==> src/rtl/uart_tx_buffered_if.sv <==
// Write-side handshake between a byte producer and uart_tx_buffered.
//   data_i       : byte to send, sampled with write_i
//   write_i      : write strobe
//   write_busy_o : holding register full; a write now is dropped
// master = producer, slave = transmitter.
interface uart_tx_buffered_if;
   logic [7:0] data_i;
   logic       write_i;
   logic       write_busy_o;

   modport master (output data_i, output write_i, input  write_busy_o);
   modport slave  (input  data_i, input  write_i, output write_busy_o);
endinterface

==> src/rtl/uart_tx_buffered.sv <==
// UART transmitter with a one-byte holding register for gap-free
// back-to-back frames. Frame format (divider, parity, stop bits) is latched
// when a byte moves from the holding register into the shifter.
//   clock_i         : system clock, rising edge
//   reset_i         : asynchronous, active-low reset
//   clock_divider_i : clock cycles per serial bit (0 and 1 behave as 2)
//   two_stop_bits_i : 1 = two stop bits
//   parity_bit_i    : 1 = parity bit after the data bits
//   parity_even_i   : 1 = even parity, 0 = odd
//   wr              : write handshake (data_i / write_i / write_busy_o)
//   tx_active_o     : a frame is being shifted out
//   serial_o        : registered serial line, idle high
module uart_tx_buffered #(
   parameter int CLOCK_DIVIDER_WIDTH = 8
) (
   input  logic                           clock_i,
   input  logic                           reset_i,
   input  logic [CLOCK_DIVIDER_WIDTH-1:0] clock_divider_i,
   input  logic                           two_stop_bits_i,
   input  logic                           parity_bit_i,
   input  logic                           parity_even_i,
   uart_tx_buffered_if.slave              wr,
   output logic                           tx_active_o,
   output logic                           serial_o
);
   localparam int W = CLOCK_DIVIDER_WIDTH;

   typedef enum logic [2:0] {IDLE, START, DATA, PARITY, STOP1, STOP2} state_t;

   state_t       state, state_next;
   logic         hold_full;
   logic [7:0]   hold_data;
   logic [7:0]   shift_q, shift_next;
   logic [2:0]   bit_cnt;
   logic [W-1:0] timer, dm1_q, dm1_in;
   logic         two_stop_q, parity_en_q, parity_bit_q;
   logic         tick, last_stop, transfer, accept, line_next;

   // Bit period minus one, with the divider floored at 2.
   assign dm1_in    = (clock_divider_i < W'(2)) ? W'(1) : clock_divider_i - W'(1);
   assign tick      = (state != IDLE) && (timer == '0);
   assign last_stop = tick && (((state == STOP1) && !two_stop_q) || (state == STOP2));
   // Transfer and accept are mutually exclusive: one needs the holding
   // register full, the other empty, so a write on the transfer edge drops.
   assign transfer  = hold_full && ((state == IDLE) || last_stop);
   assign accept    = wr.write_i && !hold_full;

   assign wr.write_busy_o = hold_full;
   assign tx_active_o     = (state != IDLE);

   // State register
   always_ff @(posedge clock_i or negedge reset_i) begin
      if (!reset_i) state <= IDLE;
      else          state <= state_next;
   end

   // Next-state logic
   always_comb begin
      state_next = state;
      case (state)
         IDLE:   if (hold_full) state_next = START;
         START:  if (tick) state_next = DATA;
         DATA:   if (tick && (bit_cnt == 3'd7)) state_next = parity_en_q ? PARITY : STOP1;
         PARITY: if (tick) state_next = STOP1;
         STOP1:  if (tick) state_next = two_stop_q ? STOP2 : (hold_full ? START : IDLE);
         STOP2:  if (tick) state_next = hold_full ? START : IDLE;
         default: state_next = IDLE;
      endcase
   end

   // Output logic: the line level is computed for the state being entered so
   // serial_o can come straight from a flop without a cycle of lag.
   always_comb begin
      shift_next = shift_q;
      if (transfer)                    shift_next = hold_data;
      else if ((state == DATA) && tick) shift_next = {1'b0, shift_q[7:1]};
      line_next = 1'b1;
      case (state_next)
         START:   line_next = 1'b0;
         DATA:    line_next = shift_next[0];
         PARITY:  line_next = parity_bit_q;
         default: line_next = 1'b1;
      endcase
   end

   always_ff @(posedge clock_i or negedge reset_i) begin
      if (!reset_i) begin
         hold_full    <= 1'b0;
         hold_data    <= '0;
         shift_q      <= '0;
         bit_cnt      <= '0;
         timer        <= '0;
         dm1_q        <= '0;
         two_stop_q   <= 1'b0;
         parity_en_q  <= 1'b0;
         parity_bit_q <= 1'b0;
         serial_o     <= 1'b1;
      end else begin
         shift_q  <= shift_next;
         serial_o <= line_next;

         if (transfer) hold_full <= 1'b0;
         else if (accept) begin
            hold_full <= 1'b1;
            hold_data <= wr.data_i;
         end

         if (transfer) begin
            dm1_q        <= dm1_in;
            two_stop_q   <= two_stop_bits_i;
            parity_en_q  <= parity_bit_i;
            parity_bit_q <= parity_even_i ? ^hold_data : ~^hold_data;
         end

         // Reload at every bit boundary; park at 0 when returning to IDLE.
         if (transfer)                timer <= dm1_in;
         else if (tick)               timer <= (state_next == IDLE) ? '0 : dm1_q;
         else if (state != IDLE)      timer <= timer - W'(1);

         if ((state == DATA) && tick) bit_cnt <= bit_cnt + 3'd1;
      end
   end
endmodule
==> src/flat_wrapper.sv <==
// flat-port wrapper written by rule: the top's interface ports become plain ports
module uart_tx_buffered_flat 
#(
   parameter int CLOCK_DIVIDER_WIDTH = 8
)
  (clock_i, reset_i, clock_divider_i, two_stop_bits_i, parity_bit_i, parity_even_i, tx_active_o, serial_o, wr_data_i, wr_write_i, wr_write_busy_o);
  uart_tx_buffered_if wr_i ();
  input  logic clock_i;
  input  logic reset_i;
  input  logic [CLOCK_DIVIDER_WIDTH-1:0] clock_divider_i;
  input  logic two_stop_bits_i;
  input  logic parity_bit_i;
  input  logic parity_even_i;
  output logic tx_active_o;
  output logic serial_o;
  input wire logic [$bits(wr_i.data_i)-1:0] wr_data_i;
  input wire logic [$bits(wr_i.write_i)-1:0] wr_write_i;
  output wire logic [$bits(wr_i.write_busy_o)-1:0] wr_write_busy_o;
  assign wr_i.data_i = wr_data_i;
  assign wr_i.write_i = wr_write_i;
  assign wr_write_busy_o = wr_i.write_busy_o;
  uart_tx_buffered #(.CLOCK_DIVIDER_WIDTH(CLOCK_DIVIDER_WIDTH)) u_core (.clock_i(clock_i), .reset_i(reset_i), .clock_divider_i(clock_divider_i), .two_stop_bits_i(two_stop_bits_i), .parity_bit_i(parity_bit_i), .parity_even_i(parity_even_i), .wr(wr_i), .tx_active_o(tx_active_o), .serial_o(serial_o));
endmodule
==> config.mk <==
export PLATFORM = sky130hd
export DESIGN_NAME = uart_tx_buffered_flat
export DESIGN_NICKNAME = d
export VERILOG_FILES = /design/src/rtl/uart_tx_buffered_if.sv /design/src/rtl/uart_tx_buffered.sv /design/src/flat_wrapper.sv
export SDC_FILE = /design/constraint.sdc
export NUM_CORES = 1
export LEC_CHECK = 0
export ABC_AREA = 1
export CAP_MARGIN = 20
export CELL_PAD_IN_SITES_DETAIL_PLACEMENT = 1
export CELL_PAD_IN_SITES_GLOBAL_PLACEMENT = 1
export CORE_ASPECT_RATIO = 1.1
export CORE_MARGIN = 3
export CORE_UTILIZATION = 45
export DETAILED_ROUTE_END_ITERATION = 12
export PLACE_DENSITY = 0.82
export SLEW_MARGIN = 20
export SYNTH_ARGS = -nofsm -noshare
export SYNTH_HDL_FRONTEND = slang
export SYNTH_SLANG_ARGS = --single-unit
==> constraint.sdc <==
create_clock -name clock_i -period 4.57 [get_ports clock_i]
set_clock_uncertainty 0.1 [all_clocks]
set_input_delay 0.457 -clock clock_i [delete_from_list [all_inputs] [get_ports clock_i]]
set_output_delay 0.457 -clock clock_i [all_outputs]
set_load 0.005 [all_outputs]
Word level (Yosys, flattened, before mapping)
Index checks and enable logic that the tools add are counted.
W data, S select, Z words.
- register bits: 43
- bits of input ports: 22
- output and inout port bits: 3
- word-level logic and storage cells: 68
- $lt $le $gt $ge: 1
- bitwise gates (word level): 1
- eq/ne operators: 9
- muxes and demuxes: 21
- reductions and logical operators: 21
- add/sub/neg operators: 3
- operator list (cell ; number):
    $mux W8 ; 7
    $mux W3 ; 8
    $pmux W3 S6 ; 1
    $sub A8 B1 Y8 const B ; 2
    $eq A3 B2 Y1 const B ; 4
    $eq A3 B3 Y1 const B ; 3
    $logic_not A8 Y1 ; 1
    $lt A8 B2 Y1 const B ; 1
    $reduce_xnor A8 Y1 ; 1
    $reduce_xor A8 Y1 ; 1
    $logic_and A1 B1 Y1 ; 7
    $eq A3 B1 Y1 const B ; 2
    $logic_not A3 Y1 ; 2
    $reduce_bool A3 Y1 ; 2
    $mux W1 ; 4
    $reduce_bool A2 Y1 ; 2
    $add A3 B1 Y3 const B ; 1
    $pmux W1 S3 ; 1
    $logic_not A1 Y1 ; 2
    $logic_or A1 B1 Y1 ; 2
    $reduce_and A2 Y1 ; 1
    $not A1 Y1 ; 1

Depth between registers and ports, before layout
- depth in word-level cells: 9
- gate-level depth with buffers: 14
- mapped depth without buffers: 14

Worst setup path after synthesis
OpenSTA, ideal clock, no wires.
- path kind: register -> register
- from: register u_core.timer[0]
- to: register u_core.timer[3]
- data required time: 4350 ps
- data arrival time: 1622 ps
- library setup time: 120 ps
- period minus slack after synthesis: 1842 ps
- path slack: 2728 ps
- cell stages (with the launch flop): 14
- buffers on the path: 0
- cell sequence: dfrtp_1 > inv_1 > ha_1 > nand2_1 > nor2_8 > inv_2 > nand2_1 > nand2_1 > nor2_1 > nand4_4 > nand2_1 > nand2_1 > nand2_1 > a21oi_2
- longest elaborated chain between the ends: 9
- elaborated cells on any way between the ends: 19
- classes of those cells: add/sub (1); mux (10); reduce/logical (8)
- ends and longest elaborated chain (element ; line ; text):
    from (decl) ; uart_tx_buffered.sv:35 ; logic [W-1:0] timer, dm1_q, dm1_in;
    from (signal assigned) ; uart_tx_buffered.sv:116 ; if (transfer) timer <= dm1_in;
    from (signal assigned) ; uart_tx_buffered.sv:117 ; else if (tick) timer <= (state_next == IDLE) ? '0 : dm1_q;
    from (signal assigned) ; uart_tx_buffered.sv:118 ; else if (state != IDLE) timer <= timer - W'(1);
    $logic_not A8 Y1 ; uart_tx_buffered.sv:41 ; assign tick = (state != IDLE) && (timer == '0);
    $logic_and A1 B1 Y1 ; uart_tx_buffered.sv:41 ;
    $logic_and A1 B1 Y1 ; uart_tx_buffered.sv:63 ; DATA: if (tick && (bit_cnt == 3'd7)) state_next = parity_en_q ? PARITY : STOP1;
    $mux W3 ; uart_tx_buffered.sv:63 ;
    $pmux W3 S6 ; uart_tx_buffered.sv:60 ; case (state)
    $logic_not A3 Y1 ; uart_tx_buffered.sv:117 ;
    $mux W8 (2 in a row) ; uart_tx_buffered.sv:117 ;
    $mux W8 ; uart_tx_buffered.sv:116 ;
Several ways; a longest one is shown, not always the timed one. The select of a mux whose other input is x is not followed.
A chain may end at the register's enable or synchronous reset.

Worst setup path in the final report
- from: register u_core.timer[0]
- to: register u_core.timer[7]
Same word-level chain as after synthesis.

==> key figures <==
CTS
  – CTS Hold Bufs: 0
  – Worst skew pair latency: roughly 300 ps
  – Clock Tree Root: clkbuf_8
  – Clk slew on worst S/H paths: 90 ps
  – Htree depth: 2
  – Max Buffers Root-to-Sink: 2
  – Num CTS Buffers: 5
  – Post-cts sizing count: 0
  – Setup Fix Bufs, Post-CTS: 0
  – CTS tree: yes
  – Sink Count: 43

Critical path
  – Crit Path Category: flip-flop to flip-flop
  – Worst EP required: 4650 ps
  – Crit end category: flip-flop
  – Max FO, Critical Path: 13
  – Crit start category: flip-flop
  – Data arrival, critical path: 2450 ps

Power and ir drop
  – Switching share of power: 0.3955
  – Clk pwr share: 0.177
  – P_leak: 1.344 nW
  – Net Sw Power: 0.0006780 W
  – Pwr dens: roughly 600 nW/um2
  – Max VDD drop: roughly 0.33 mV
  – Register share of total power: 0.400
  – P_int: just over 0.001 W
  – Combinational share of power: 0.423

Finish
  – Layout cells sized above 1: 0.1284
  – Finished Core Util: 0.5585
  – # fillers: 642
  – Storage cell area: approximately 1100 um2
  – Synth-to-layout area growth: 16.94%
  – Final nets: 353
  – Post-route insts no fill: 399
  – Inserted Diodes: 0
  – Multi-input logic area: 1219 um2

Routing
  – TritonRoute pass-1 iters: 4
  – Via density: 5.120
  – Residual DRC count: 0
  – Post-route ant nets: 0
  – Initial DRC Count: between 40 and 50
  – Via count: 2043
  – WL/cell: ~14 um
  – Total wire length: 5636 um

GRT
  – Grt total ovfl: 0
  – Initial antenna violation count: 0
  – GRT Max-Usage Layer: met2
  – Vias in the first global route: between 2000 and 2500
  – Total GRT Usage: 0.1926
  – Largest net degree at the start of global routing: 44
  – Met1 usage: 0.2407
  – Global-route wire length before repair: approximately 10000 um
  – Met3 usage: 0.03579
  – M2 GR Usage: 0.3365

Logic synthesis
  – Synth top area share: 0.4286
  – Mapped Cells: 299
  – Syn_area_per_cell: between 8 and 9 um2
  – Register area share after synthesis: 0.4393
  – Asr flop ratio synth: 1.000
  – Count leader, synth: nand2_1
  – Mapped cell area: 2452 um2
  – Count of flip-flops with a built-in enable after synthesis: 0
  – Syn Nets: 326
  – Post-synth top cells: 74 x nand2_1, 42 x dfrtp_1, 42 x nor2_1
  – Area contributors post-synth: dfrtp_1 43%, nand2_1 11%, nor2_1 6.4%
  – Total number of yosys warnings: 0
  – Synth cell types: 33
  – Top FF cell, synth: dfrtp_1
  – Largest area contributor in the netlist: dfrtp_1
  – #FFs+latches synth: 43

Job
  – Max-cap viol count: 0

Place
  – Port Buffers: 24
  – Placed cells: roughly 390
  – Detailed placer's ending HPWL: 4361 um
  – GP Congestion: 0.7295

Timing
  – Setup_tns: 0 ps
  – Hold Violations, Final: 0
  – Post-route clock period utilization: 0.5171
  – Final count of negative-setup-slack endpoints: 0
  – RSZ-0062 raised after global routing: false
  – Worst Tran Pin Value: 962.2 ps
  – Slew Limit Fails: 0
  – Max Freq: 423.1 MHz
  – Minimum clock period: roughly 2400 ps
  – Max transition margin: 0.3585

Floorplanning
  – Placeable Area: 5135 um2
  – Full die area: approximately 6400 um2
  – I/O pins: 25
  – Row cnt: 27
  – Initial Utilization: 0.4776
  – Die width: 76.39 um
  – Die height: 83.43 um

Run status
  – Status: finished, final reports clean

Hold path
  – HP Class: input pin to asynchronous set/reset pin
[cells in the final DEF, fill, tap and decap left out, types with 5 or more instances in the layout]
master           Yosys  layout
nand2_1             74      74
inv_1               28      28
nand3_1              9       9
xnor2_1              9       9
xor2_1               7       7
dfrtp_1             42      42
nor2_1              42      42
clkbuf_8             0       5
mux2_2              10      10
o221ai_1             6       6
clkdlybuf4s50_1      0      23
o21ai_0             13      13
a21oi_1             13      13
ha_1                 5       5
[layout make-up]
cell class / count / share of cell area
multi-input cells: 218 / 0.4250
flip-flops and latches: 43 / 0.3757
repair buffers: 24 / 0.08202
inverters: 34 / 0.04538
well taps: 72 / 0.03141
clock buffers: 5 / 0.02400
clock inverters: 3 / 0.01658
[critical path, cell delays in order, from the launching register on]
cell and delay [ps]:
dfrtp_1 380, inv_1 100, ha_1 200, nand2_1 170, nor2_8 80, nand2_1 360
nor2_1 80, nor2_1 250, nand4_4 210, nand2_1 120, nand2_1 70, nand2_1 60
a21oi_1 60
[path summary, 6_finish.rpt]
check / endpoint / slack (ps) / cells past startpoint / startpoint
max: u_core.timer[7] / 2210 / 12 / u_core.timer[0]
min: u_core.timer[4] / 190 / 1 / reset_i
max reg2reg: u_core.timer[7] / 2210 / 12 / u_core.timer[0]
min reg2reg: u_core.bit_cnt[0] / 390 / 1 / u_core.bit_cnt[0]
max in group asynchronous: u_core.hold_data[3] / 3570 / 1 / reset_i
min in group clock_i: u_core.bit_cnt[0] / 390 / 1 / u_core.bit_cnt[0]
[metrics by stage]
step	power, W	instance area [um2]	hold WS [ps]	worst slack, ps
floorplan	0.001218	2452	61.41	2728
global placement	0.001375	2751	362.2	2296
detailed placement	0.001421	2751	376.8	2227
CTS	0.001739	2868	245.3	2169
global route	0.001863	2868	272.4	2005
finish	0.001714	2868	188.7	2207
[flip-flops by register name (all words and copies together), names as in the netlist]
| name | flops |
|---|---|
| u_core.bit_cnt | 3 |
| u_core.dm1_q | 8 |
| u_core.hold_data | 8 |
| u_core.parity_bit_q | 1 |
| u_core.parity_en_q | 1 |
| u_core.serial_o | 1 |
| u_core.shift_q | 8 |
| u_core.state | 3 |
| u_core.timer | 8 |
| u_core.two_stop_q | 1 |
| u_core.wr.write_busy_o | 1 |
[power groups by stage]
stage	Sequential, W	Clock, W	Combinational, W
after detailed placement	0.000693	0	0.000727
after global placement	0.000684	0	0.000692
after floorplan	0.000656	0	0.000562
after CTS	0.000685	0.000311	0.000743
final	0.000686	0.000303	0.000725
after global routing	0.000713	0.000331	0.000819
[logic make-up after synthesis]
| group | Yosys count | synth area share |
|---|---|---|
| buffers and inverters | 38 | 0.06377 |
| DFF | 43 | 0.4393 |
| adders and majority gates | 5 | 0.02551 |
| and+or+nand+nor | 142 | 0.2556 |
| xor gates and xnor gates | 16 | 0.05715 |
| AOI/OAI and AO/OA | 45 | 0.1128 |
| muxes | 10 | 0.04592 |
[metal layers]
layer	up-vias	wire (um)
met1	988	2561
met2	28	2832
met5	-	0
met4	0	89
met3	10	152
li1	1017	-
Note: power is estimated with default switching activity, not from simulation.
